`config.mk`:
```
export PLATFORM = sky130hd
export DESIGN_NAME = mem_bus_arbiter
export DESIGN_NICKNAME = d
export VERILOG_FILES = /design/src/rtl/mem_bus_arbiter_pkg.sv /design/src/rtl/rr_arbiter2.sv /design/src/rtl/mem_bus_arbiter.sv
export SDC_FILE = /design/constraint.sdc
export NUM_CORES = 1
export LEC_CHECK = 0
export CORE_MARGIN = 3
export CORE_UTILIZATION = 37
export DETAILED_ROUTE_END_ITERATION = 10
export PLACE_DENSITY = 0.83
export SETUP_SLACK_MARGIN = 0.4
export SLEW_MARGIN = 20
export SYNTH_ARGS = -nofsm -noshare
export SYNTH_HDL_FRONTEND = slang
export SYNTH_SLANG_ARGS = --single-unit
```
`constraint.sdc`:
```
create_clock -name clk -period 1.6 [get_ports clk]
set_input_delay 0.32 -clock clk [delete_from_list [all_inputs] [get_ports clk]]
set_output_delay 0.32 -clock clk [all_outputs]
set_load 0.02 [all_outputs]
```
`src/rtl/mem_bus_arbiter_pkg.sv`:
```
// rtl/mem_bus_arbiter_pkg.sv - shared types and defaults for the memory bus arbiter
// Contents: FSM state encoding, requester ids, default timeout length.
package mem_bus_arbiter_pkg;

  typedef enum logic [1:0] {
    ST_IDLE   = 2'd0,
    ST_ACCESS = 2'd1,
    ST_DONE   = 2'd2
  } state_t;

  typedef enum logic {
    REQ_CPU = 1'b0,
    REQ_IO  = 1'b1
  } req_id_t;

  localparam int DEFAULT_WAIT_MAX = 15;

endpackage

```
`src/rtl/rr_arbiter2.sv`:
```
// rtl/rr_arbiter2.sv - two-way round-robin / fixed-priority winner select (combinational)
// Ports:
//   cpu_req, io_req : request levels
//   last_grant      : requester that completed the previous transaction
//   winner          : selected requester (only meaningful when any_req)
//   any_req         : at least one request is pending
module rr_arbiter2
  import mem_bus_arbiter_pkg::*;
#(
  parameter int FIXED_PRIO = 0
) (
  input  logic    cpu_req,
  input  logic    io_req,
  input  req_id_t last_grant,
  output req_id_t winner,
  output logic    any_req
);

  always_comb begin
    any_req = cpu_req | io_req;
    winner  = REQ_CPU;
    if (cpu_req && io_req) begin
      // On a tie, round-robin hands the bus to whoever did not have it last.
      if (FIXED_PRIO != 0) winner = REQ_CPU;
      else                 winner = (last_grant == REQ_CPU) ? REQ_IO : REQ_CPU;
    end else if (io_req) begin
      winner = REQ_IO;
    end
  end

endmodule

```
`src/rtl/mem_bus_arbiter.sv`:
```
// rtl/mem_bus_arbiter.sv - shares one memory/IO bus between the CPU and an IO/DMA master
// Ports:
//   clk, reset                       : clock, async active-high reset
//   cpu_req/we/addr/wdata, cpu_gnt/ack : CPU requester side
//   io_req/we/addr/wdata,  io_gnt/ack  : IO/DMA requester side
//   rdata, err                       : completion data and timeout flag, valid with ack
//   busy                             : a transaction is in flight
//   mem_en/we/addr/wdata, mem_rdata, mem_ready : memory bus
module mem_bus_arbiter
  import mem_bus_arbiter_pkg::*;
#(
  parameter int ADDR_W     = 8,
  parameter int DATA_W     = 8,
  parameter int WAIT_MAX   = DEFAULT_WAIT_MAX,
  parameter int FIXED_PRIO = 0
) (
  input  logic              clk,
  input  logic              reset,
  input  logic              cpu_req,
  input  logic              cpu_we,
  input  logic [ADDR_W-1:0] cpu_addr,
  input  logic [DATA_W-1:0] cpu_wdata,
  output logic              cpu_gnt,
  output logic              cpu_ack,
  input  logic              io_req,
  input  logic              io_we,
  input  logic [ADDR_W-1:0] io_addr,
  input  logic [DATA_W-1:0] io_wdata,
  output logic              io_gnt,
  output logic              io_ack,
  output logic [DATA_W-1:0] rdata,
  output logic              err,
  output logic              busy,
  output logic              mem_en,
  output logic              mem_we,
  output logic [ADDR_W-1:0] mem_addr,
  output logic [DATA_W-1:0] mem_wdata,
  input  logic [DATA_W-1:0] mem_rdata,
  input  logic              mem_ready
);

  localparam int CNT_W = $clog2(WAIT_MAX + 1);
  // Counter value seen during the last ACCESS cycle allowed before timeout.
  localparam logic [CNT_W-1:0] CNT_LAST = CNT_W'(WAIT_MAX - 1);

  state_t           state;
  req_id_t          owner;
  req_id_t          last_grant;
  req_id_t          winner;
  logic             any_req;
  logic [CNT_W-1:0] wait_cnt;

  rr_arbiter2 #(
    .FIXED_PRIO(FIXED_PRIO)
  ) u_rr_arbiter2 (
    .cpu_req   (cpu_req),
    .io_req    (io_req),
    .last_grant(last_grant),
    .winner    (winner),
    .any_req   (any_req)
  );

  assign busy = (state != ST_IDLE);

  always_ff @(posedge clk or posedge reset) begin
    if (reset) begin
      state      <= ST_IDLE;
      owner      <= REQ_IO;
      last_grant <= REQ_IO;
      wait_cnt   <= '0;
      cpu_gnt    <= 1'b0;
      io_gnt     <= 1'b0;
      cpu_ack    <= 1'b0;
      io_ack     <= 1'b0;
      rdata      <= '0;
      err        <= 1'b0;
      mem_en     <= 1'b0;
      mem_we     <= 1'b0;
      mem_addr   <= '0;
      mem_wdata  <= '0;
    end else begin
      case (state)
        ST_IDLE: begin
          if (any_req) begin
            // mem_addr/mem_wdata double as the latched request; later
            // requester changes cannot disturb the access in flight.
            owner     <= winner;
            cpu_gnt   <= (winner == REQ_CPU);
            io_gnt    <= (winner == REQ_IO);
            mem_en    <= 1'b1;
            mem_we    <= (winner == REQ_CPU) ? cpu_we    : io_we;
            mem_addr  <= (winner == REQ_CPU) ? cpu_addr  : io_addr;
            mem_wdata <= (winner == REQ_CPU) ? cpu_wdata : io_wdata;
            wait_cnt  <= '0;
            state     <= ST_ACCESS;
          end
        end

        ST_ACCESS: begin
          // mem_ready takes precedence over an expiring counter.
          if (mem_ready || wait_cnt == CNT_LAST) begin
            rdata   <= mem_ready ? mem_rdata : '0;
            err     <= ~mem_ready;
            mem_en  <= 1'b0;
            mem_we  <= 1'b0;
            cpu_ack <= (owner == REQ_CPU);
            io_ack  <= (owner == REQ_IO);
            state   <= ST_DONE;
          end else begin
            wait_cnt <= wait_cnt + CNT_W'(1);
          end
        end

        ST_DONE: begin
          cpu_ack    <= 1'b0;
          io_ack     <= 1'b0;
          cpu_gnt    <= 1'b0;
          io_gnt     <= 1'b0;
          last_grant <= owner;
          wait_cnt   <= '0;
          state      <= ST_IDLE;
        end

        default: state <= ST_IDLE;
      endcase
    end
  end

endmodule

```
==> results by stage <==
Synthesis:
- The instance count of the mapped netlist is 137.
- The number of synthesized register bits is 39.
- The post-synthesis area per instance is approximately 13 µm².
- The total of warnings raised by yosys is 0.
- The synthesized netlist occupies a cell area of roughly 1800 µm².
- The share of the Yosys chip area taken by registers is 0.548.
- The number of library cell types mapped by synthesis is 33.
- Counting every net in the synthesized netlist gives between 150 and 200.

Detailed routing:
- The average wire per cell in the routed design is ~17 µm.
- The number of vias per cell is about 5.1.
- Across all layers, the routed design uses 1515 vias.
- Once detail routing completed, the nets flagged for antenna violations numbered 0.
- In the routed design, unresolved DRC markers number 0.
- Summed over all layers, the routed wires come to 5000 µm.
- Before antenna repair, the detailed router went through 4 iterations.
- The first routing iteration left 52 violations.

Worst setup path:
- The count of cells along the worst register-to-register path is 4.
- The capture point of the worst reg-to-reg path is mem_addr[7]$_DFFE_PP0P_.
- The critical register-to-register path startpoint is last_grant$_DFFE_PP1P_.
- The critical path is of the input pin to flip-flop type.
- The setup slack of the most critical reg-to-reg path is ~85 ps.
- The maximum fanout along the worst path is 5.
- At the worst endpoint, the required time is approximately 1800 ps.
- STA classifies the critical path endpoint as a flip-flop.
- The worst setup path is launched from an input pin.
- The data arrival at the endpoint of the critical path is approximately 1700 ps.

Global routing:
- The met1 routing resource usage after global routing is 0.224.
- The total overflow reported by the global router is 0.
- For this run, global-route usage on met3 was measured as 0.0488.
- The total routing resource utilization after global routing is 0.181.
- The largest net degree at the start of global routing is 19.
- The number of global-route vias before repair is about 1500.
- The first global-routing pass estimated around 7600 µm of wire.
- The layer carrying the most global-route usage is met2.
- The initial antenna violation count came to 0.
- The met2 global-route usage is 0.302.

STA:
- Setup violations remaining at the end of the flow were counted as 0.
- Summed over all failing endpoints, the final setup total negative slack is 0 ps.
- The highest clock frequency the design can meet is about 660 MHz.
- The total count of hold-check failures in the final report is 0.
- The final number of max-transition violations is 0.
- At the pin with the least slew margin, the transition time is roughly 380 ps.
- Across the routed clock network, the largest skew measured is ~3.4 ps.
- Measured against its own limit, the worst slew margin works out to 0.743.
- For the finished layout, the period the worst path requires is approximately 1500 ps.
- Of the available clock period, the critical path in the final layout requires 0.947.
- Setup repair after global routing could not meet its margin everywhere.

Pwr:
- The power density over the cells is roughly 1700 nW/µm².
- The worst voltage drop across the vdd grid is 0.904 mV.
- Power comes to 5210 µW.
- Summed over all cells, the static leakage comes to approximately 0.0014 µW.

Layout:
- The area growth from synthesis to layout is 68.4%.
- The fill cell instance count of the final layout is 353.
- The repair_antennas step left the layout with diodes totalling 0.
- The multi-input combinational cells in the finished layout cover a total of around 940 µm².
- The final-stage net count is roughly 300.
- The share of post-route cells with drive strength above 1 is 0.490.
- The sequential cell area in the final layout is 980 µm².

CTS:
- The clock passes through at most 2 buffers.
- The number of buffers created by CTS is 5.
- The CTS tree is built.
- The number of H-tree branching levels is 2.
- The TritonCTS sink count is 39.
- The clock-pin slew of the registers on the worst-case setup and hold paths is around 70 ps.
- The cell at the root of the clock tree is sky130_fd_sc_hd__clkbuf_8.
- For this design, the CTS-stage hold fixing added 0 buffers.
- Clock latency on the worst-skew pair, taken at its later pin, is 290 ps.

Floorplan:
- The die covers approximately 5700 µm².
- The effective utilization at floorplan is 0.396.
- In this run the vertical extent of the chip is around 75 µm.
- The die is ~75 µm wide.
- The site row count is 24.
- The core box area is 4500 µm².
- During I/O placement, the number of pins put on the boundary was 79.

Placement:
- The placer congestion estimate is 0.772.
- The final HPWL from detailed placement is 3330 µm.
- The number of buffer cells added on primary ports is 78.

Hold path:
- The min-delay analysis places its worst path in the category input pin to asynchronous set/reset pin.

Run status:
- The run finished with clean final reports.

Run:
- Max-cap violations in this run came to 0.
==> area by class of cell <==
| cell class | instances | area share |
|---|---|---|
| clock buffers | 7 | 0.0287 |
| clock inverters | 1 | 0.00166 |
| inverters | 8 | 0.0129 |
| multi-input cells | 87 | 0.313 |
| flip-flops and latches | 39 | 0.326 |
| well taps | 52 | 0.0216 |
| repair buffers | 105 | 0.296 |
==> worst max-delay path: stages <==
cell and delay [ps]:
sky130_fd_sc_hd__dlygate4sd2_1 320, sky130_fd_sc_hd__a21boi_4 290, sky130_fd_sc_hd__buf_6 180, sky130_fd_sc_hd__mux2_2 330
sky130_fd_sc_hd__mux2_2 250
==> cell families (layout without fill, tap and decap cells) <==
family,Yosys count,count (layout),synth area share
flops,39,39,0.548
mux,37,37,0.231
simple gates,24,25,0.0785
compound gates,23,23,0.0974
buf+inv,12,121,0.0315
fa+ha+maj,2,2,0.0140
==> where the power goes <==
group / total, µW / internal [µW] / switching [µW]
Sequential: 1710 / 1460 / 257
Combinational: 2810 / 1410 / 1400
Clock: 687 / 348 / 340
Total: 5210 / 3210 / 2000
==> worst max path at each step <==
stage / to / depth (start not counted) / startpoint / slack, ps
finish: mem_addr[7]$_DFFE_PP0P_ / 5 / cpu_req / 90
global route: wait_cnt[1]$_DFFE_PP0P_ / 4 / wait_cnt[1]$_DFFE_PP0P_ / 40
CTS: mem_wdata[3]$_DFFE_PP0P_ / 4 / last_grant$_DFFE_PP1P_ / 100
detailed placement: mem_wdata[3]$_DFFE_PP0P_ / 5 / io_req / -360
global placement: mem_wdata[4]$_DFFE_PP0P_ / 5 / io_req / -340
floorplan: wait_cnt[1]$_DFFE_PP0P_ / 5 / wait_cnt[0]$_DFFE_PP0P_ / 70
==> layout by cell type, fill, tap and decap left out, types with 2 or more instances in the layout <==
cell type                         synthesis  routed
sky130_fd_sc_hd__clkdlybuf4s50_1          0      43
sky130_fd_sc_hd__inv_1                    7       5
sky130_fd_sc_hd__o21ai_0                  6       5
sky130_fd_sc_hd__inv_4                    0       2
sky130_fd_sc_hd__dlygate4sd2_1            0       2
sky130_fd_sc_hd__nand3_1                  2       2
sky130_fd_sc_hd__buf_2                    3      30
sky130_fd_sc_hd__buf_4                    0      17
sky130_fd_sc_hd__buf_6                    1      10
sky130_fd_sc_hd__mux2_2                  30       6
sky130_fd_sc_hd__nand2b_1                 2       2
sky130_fd_sc_hd__dfrtp_1                 37      36
sky130_fd_sc_hd__nor2_4                   0       2
sky130_fd_sc_hd__clkbuf_8                 0       6
sky130_fd_sc_hd__o211ai_1                 2       2
sky130_fd_sc_hd__nand2_1                  5       4
sky130_fd_sc_hd__nor2_1                   5       2
sky130_fd_sc_hd__a22o_1                   8       8
sky130_fd_sc_hd__dfstp_2                  2       2
sky130_fd_sc_hd__mux2i_1                  4       4
sky130_fd_sc_hd__nor2_2                   1       3
sky130_fd_sc_hd__buf_12                   0       2
sky130_fd_sc_hd__mux2_4                   0      27
==> what timing repair did <==
| action | CTS | global route |
|---|---|---|
| gates cloned | 2 | 1 |
| resized for setup | 157 | 18 |
| pin swaps | 4 | 5 |
| setup buffers | 5 | 4 |
| setup endpoints to repair | 69 | 42 |
==> Yosys cell counts (all sizes together) <==
library cell	n	area (µm²)
o22ai	1	6.26
nor3	1	5.00
nand2b	3	21.3
o22a	1	8.76
mux2i	4	40.0
or3	2	12.5
nor2	7	45.1
o32ai	1	16.3
mux2	33	372
or4	1	7.51
a21o	1	7.51
nand3	2	10.0
dfstp	2	52.6
nand2	5	18.8
a21boi	2	15.0
and3	1	6.26
a22o	8	70.1
ha	2	25.0
nand4	1	6.26
inv	8	30.0
o21ai	6	30.0
and2b	1	7.51
dfrtp	37	926
o211ai	2	15.0
a21oi	1	5.00
buf	4	26.3
==> per-layer routing <==
layer  up-vias  routed length [µm]
met1       749                2070
met3        11                 248
met4         0                  83
met5         -                   0
li1        711                   -
met2        44                2600
==> state kept, by name, indices dropped and copies added (netlist names), 2 cells and up <==
| name | cells |
|---|---|
| mem_addr | 8 |
| mem_wdata | 8 |
| rdata | 8 |
| state | 2 |
| wait_cnt | 4 |
==> stage by stage <==
step / area (µm²) / worst slack, ps / util / instances / hold slack [ps]
finish: 3010 / 85.3 / 0.668 / 299 / 329
global route: 3010 / 43.4 / 0.668 / 299 / 344
CTS: 2900 / 99.2 / 0.644 / 294 / 325
detailed placement: 2820 / -358 / 0.626 / 279 / 482
global placement: 2820 / -341 / 0.626 / 279 / 465
floorplan: 1880 / 70.7 / - / 137 / 292
Power figures use the tool's default switching activity.
